<file path="src/rtl/md_unit.sv">
// md_unit: multi-cycle multiply/divide controller holding the HI/LO pair for the E stage.
// Define MD_DIV_EN to build div/divu; otherwise op 2/3 behave like reserved codes.
module md_unit #(
  parameter int MULT_CYCLES = 5,
  parameter int DIV_CYCLES  = 10
) (
  input  logic        clk,
  input  logic        reset,
  input  logic        start,
  input  logic [2:0]  op,
  input  logic [31:0] rs,
  input  logic [31:0] rt,
  output logic        busy,
  output logic [31:0] hi,
  output logic [31:0] lo
);

  typedef enum logic {IDLE, RUN} state_t;

  localparam logic [3:0] MULT_CNT = 4'(MULT_CYCLES);
  localparam logic [3:0] DIV_CNT  = 4'(DIV_CYCLES);

  state_t      state_q;
  logic [3:0]  cnt_q;
  logic [1:0]  op_q;
  logic [31:0] a_q, b_q;
  logic [31:0] hi_q, lo_q;

  logic        op_is_md;
  logic [3:0]  cnt_load;
  logic        sgn;
  logic [63:0] a_ext, b_ext, prod;
  logic        commit_en_d;
  logic [31:0] hi_d, lo_d;

`ifdef MD_DIV_EN
  assign op_is_md = ~op[2];
`else
  assign op_is_md = (op[2:1] == 2'b00);
`endif
  assign cnt_load = op[1] ? DIV_CNT : MULT_CNT;

  // op_q[0] clear selects the signed flavour for both mult and div.
  assign sgn   = ~op_q[0];
  assign a_ext = {{32{sgn & a_q[31]}}, a_q};
  assign b_ext = {{32{sgn & b_q[31]}}, b_q};
  assign prod  = a_ext * b_ext;

`ifdef MD_DIV_EN
  logic        a_neg, b_neg;
  logic [31:0] a_mag, b_mag, q_mag, r_mag;

  // Signed division runs on magnitudes; the quotient sign is the XOR of the
  // operand signs and the remainder follows the dividend. 0x80000000 / -1
  // lands on 0x80000000 naturally through this path.
  always_comb begin
    a_neg = sgn & a_q[31];
    b_neg = sgn & b_q[31];
    a_mag = a_neg ? (32'd0 - a_q) : a_q;
    b_mag = b_neg ? (32'd0 - b_q) : b_q;
    q_mag = 32'd0;
    r_mag = 32'd0;
    if (b_mag != 32'd0) begin
      q_mag = a_mag / b_mag;
      r_mag = a_mag % b_mag;
    end
  end
`endif

  always_comb begin
    commit_en_d = 1'b0;
    hi_d        = hi_q;
    lo_d        = lo_q;
    if (!op_q[1]) begin
      commit_en_d = 1'b1;
      hi_d        = prod[63:32];
      lo_d        = prod[31:0];
    end
`ifdef MD_DIV_EN
    else if (b_q != 32'd0) begin
      commit_en_d = 1'b1;
      lo_d        = (a_neg ^ b_neg) ? (32'd0 - q_mag) : q_mag;
      hi_d        = a_neg ? (32'd0 - r_mag) : r_mag;
    end
`endif
  end

  always_ff @(posedge clk) begin
    if (reset) begin
      state_q <= IDLE;
      cnt_q   <= 4'd0;
      op_q    <= 2'd0;
      a_q     <= 32'd0;
      b_q     <= 32'd0;
      hi_q    <= 32'd0;
      lo_q    <= 32'd0;
    end else begin
      case (state_q)
        IDLE: begin
          if (start) begin
            if (op_is_md) begin
              op_q    <= op[1:0];
              a_q     <= rs;
              b_q     <= rt;
              cnt_q   <= cnt_load;
              state_q <= RUN;
            end else if (op == 3'd4) begin
              hi_q <= rs;
            end else if (op == 3'd5) begin
              lo_q <= rs;
            end
          end
        end
        RUN: begin
          // Commands arriving while running are dropped; the hazard unit stalls them.
          cnt_q <= cnt_q - 4'd1;
          if (cnt_q == 4'd1) begin
            state_q <= IDLE;
            if (commit_en_d) begin
              hi_q <= hi_d;
              lo_q <= lo_d;
            end
          end
        end
        default: state_q <= IDLE;
      endcase
    end
  end

  assign busy = (state_q == RUN);
  assign hi   = hi_q;
  assign lo   = lo_q;

endmodule

</file>
<file path="config.mk">
export PLATFORM = sky130hd
export DESIGN_NAME = md_unit
export DESIGN_NICKNAME = d
export VERILOG_FILES = /design/src/rtl/md_unit.sv
export SDC_FILE = /design/constraint.sdc
export NUM_CORES = 2
export LEC_CHECK = 0
export BUFFER_PORTS_ARGS = -buffer_cell sky130_fd_sc_hd__buf_4
export CAP_MARGIN = 10
export CORE_MARGIN = 10
export CORE_UTILIZATION = 40
export CTS_BUF_LIST = sky130_fd_sc_hd__clkbuf_8
export DETAILED_ROUTE_END_ITERATION = 12
export PLACE_DENSITY = 0.52
export SYNTH_ARGS = -nofsm -noshare
export SYNTH_HDL_FRONTEND = slang
export SYNTH_SLANG_ARGS = --single-unit
</file>
<file path="constraint.sdc">
create_clock -name clk -period 11.95 [get_ports clk]
set_clock_uncertainty 0.15 [all_clocks]
set_input_delay 0.5975 -clock clk [delete_from_list [all_inputs] [get_ports clk]]
set_output_delay 0.5975 -clock clk [all_outputs]
set_load 0.005 [all_outputs]
</file>
==> run_results.csv <==
group,metric,value,unit
synth,synth-seq-cells,135,
synth,synth.area.top_cells,"fa_1, inv_1, nand2_1, dfxtp_1, ha_1",
worst_setup_path,critPathMaxStageDelay,1.01,ns
synth,avgSynthCellArea,8.899,sq um
synth,syn_inst,4875,
timing,slew_headroom,20.60,%
worst_setup_path,crit_arrival,10.39,ns
place,io_buffers,134,
floorplanning,start_util,40.41,%
floorplanning,die_h,349.3,um
synth,synth-seq-area-share,6.230,%
worst_setup_path,path_max_fanout,34,
timing,fin_crit_sh,84.69,%
drt,avgRoutedWirePerCell,20.27,um
synth,ys.warnings.count,0,
timing,rsz0062_at_grt,"false",
timing,tns,0,ns
clock_network,h-tree-depth,4,
cells_and_area,final_cell_area,46070,sq um
worst_setup_path,r2r_end,"hi[31]",
floorplanning,core-area,107400,sq um
cells_and_area,syn2layout_area_growth,6.204,%
power,p_leak,22.31,nW
timing,setup_violations,0,
worst_setup_path,slowest_stage,"nor2b_2",
outcome,status,"completed",
clock_network,postCtsResizedCells,0,
cells_and_area,drive_gt1_share,5.924,%
min_path,worstHoldStart,"rt[26]",
drt,vias_per_cell,5.061,
global_routing,grt_max_degree,91,
synth,synth_cell_types,75,
synth,synth_compound_area_share,5.800,%
synth,synth_xor_area_share,1.454,%
flow_run,drv_cap,0,
clock_network,cts_inserted_buffers,17,
synth,ys.flop_type,"dfxtp_1",
clock_network,cts_tree,"built",
cells_and_area,fillers,10790,
clock_network,clock-root-buffer,"clkbuf_8",
timing,timing_worst_slew_pin_value,1.186,ns
worst_setup_path,cp-start-kind,"flip-flop",
place,gp_congestion,0.8897,
clock_network,cts.clk_slew.worst_paths,0.11,ns
worst_setup_path,rr_worst_depth,29,
worst_setup_path,r2r_slack,1.83,ns
synth,synth_top_family_by_area,"adder cells",
worst_setup_path,worstSetupStartpoint,"a_q[31]",
min_path,hold_class,"in -> reg",
global_routing,overflow,0,
drt,num_vias,31540,
floorplanning,ioPinCount,135,
timing,fmax,98.81,MHz
min_path,hold_depth,3,
drt,drt_pass1_iterations,7,
timing,min_period,10.12,ns
timing,hold_violations,0,
worst_setup_path,rr_startpoint,"a_q[31]",
min_path,hold_end,"b_q[26]",
floorplanning,dieArea,122000,sq um
worst_setup_path,crit_type,"reg -> reg",
cells_and_area,fin_nets,6224,
timing,drv_slew,0,
worst_setup_path,end_kind,"flip-flop",
global_routing,grt_pass1_wl,203100,um
power,powerDensity,31.85,nW/um^2
clock_network,post_cts_buffers,0,
clock_network,hold_buffers,0,
cells_and_area,multi_input_area,35310,sq um
synth,synthesis.area,43380,sq um
clock_network,clk_latency,0.54,ns
drt,drtIter0Drc,1663,
synth,ys_async_sr_fraction,0,%
synth,yosys.area_share.simple,15.70,%
synth,synth_mux_area_share,0.3000,%
place,post-dp-hpwl,104100,um
synth,synth_area_leader_cell,"fa_1",
drt,drcViolationCount,0,
worst_setup_path,cp_common_cell,"fa_1",
power,peakVddDrop,52.19,uV
global_routing,grt_antenna_before_repair,4,
worst_setup_path,cp.required,12.22,ns
place,place_area,45630,sq um
floorplanning,die_x,349.3,um
global_routing,grt_pass1_vias,33920,
cells_and_area,seq_area,2706,sq um
synth,syn-num-nets,6284,
floorplanning,rows,120,
synth,synth_edf_count,0,
drt,finalWirelength,126400,um
clock_network,clock_path_buffers,2,
synth,synth_fa_ha_area_share,58.09,%
global_routing,grt_use_total,21.43,%
clock_network,cts_sinks,135,
drt,ant_nets,0,
synth,synth.top_cell.area_share,51.92,%
-- critical path, delay by kind of cell, from the launching register on --
family	cells	cell delay [ns]
AO/OA/AOI/OAI	7	1.22
AND/OR/NAND/NOR	4	1.93
flip-flops	1	0.33
buffers and inverters	8	1.45
adder cells (fa/ha/maj)	9	4.73
XOR/XNOR	1	0.15
-- cell usage in the layout (no fill, tap or decap), types with 17 or more instances in the layout --
master	n
a21oi_1	154
a31oi_1	34
and2_1	362
buf_4	213
clkbuf_8	17
dfxtp_1	134
fa_1	1125
ha_1	214
inv_1	1134
nand2_1	909
nand2b_1	24
nand3_1	18
nor2_1	90
nor3_1	17
o21ai_0	77
xnor2_1	56
-- routing by layer --
metal | routed length [um] | share of wire (%) | track usage (%)
met1 | 51820 | 41 | 27.33
met5 | 17 | 0.013 | 0
met3 | 4397 | 3.5 | 1.802
met2 | 67120 | 53 | 39.15
met4 | 3012 | 2.4 | 4.845
-- power breakdown --
part	internal [mW]	switching [mW]
Clock	0.177	0.258
Combinational	0.186	0.350
Sequential	0.470	0.0257
Total	0.833	0.634
-- registers in the layout, summed over array words and instances (netlist names) --
signal and flops:
cnt_q 4, op_q 2, busy 1, lo 32, b_q 32, a_q 32, hi 32
-- cells in the mapped netlist, types with 10 or more instances --
library cell     n
a211oi_1        16
a21oi_1        154
inv_1         1134
nor2_1          90
or2_2           11
o21ai_0         77
a21o_1          16
xor2_1          16
a31oi_1         34
buf_2           13
ha_1           214
xnor2_1         56
o21bai_1        11
nor3_1          18
a221oi_1        11
mux2i_1         13
and2_1         362
clkbuf_1       268
nand4_1         10
nand2b_1        24
nand2_1        909
dfxtp_1        135
fa_1          1125
nand3_1         18
-- layout make-up --
cell class | instances | share of cell area, %
Inverter | 1135 | 9.247
Timing Repair Buffer | 214 | 3.530
Clock buffer | 17 | 0.5078
Sequential cell | 135 | 5.874
Multi-Input combinational cell | 3312 | 76.63
Antenna cell | 2 | 0.01086
Clock inverter | 15 | 0.3884
Tap cell | 1403 | 3.810
-- worst max-delay path by stage --
stage	cells past startpoint	endpoint	slack [ns]
after floorplan	31	hi[31]	3.64
after global placement	29	hi[31]	2.08
after detailed placement	29	hi[31]	1.87
after CTS	29	hi[31]	1.84
after global routing	29	hi[29]	1.22
final	29	hi[31]	1.83
-- metrics by stage --
step,instances,hold slack [ns],total power [mW],utilization (%),worst slack (ns)
after floorplan,4875,0.2875,0.8255,-,3.639
after global placement,6198,0.2930,1.044,42.50,2.082
after detailed placement,6198,0.2976,1.046,42.50,1.874
after CTS,6230,0.1132,1.479,42.89,1.841
after global routing,6231,0.1384,1.550,42.91,1.221
final,6233,0.1526,1.467,42.92,1.829
-- cells by family after synthesis --
| kind of cell | Yosys count |
|---|---|
| adder cells (fa/ha/maj) | 1339 |
| AO/OA/AOI/OAI | 404 |
| AND/OR/NAND/NOR | 1484 |
| multiplexers | 13 |
| XOR/XNOR | 72 |
| buffers and inverters | 1428 |
| flip-flops | 135 |
Power figures use the tool's default switching activity.
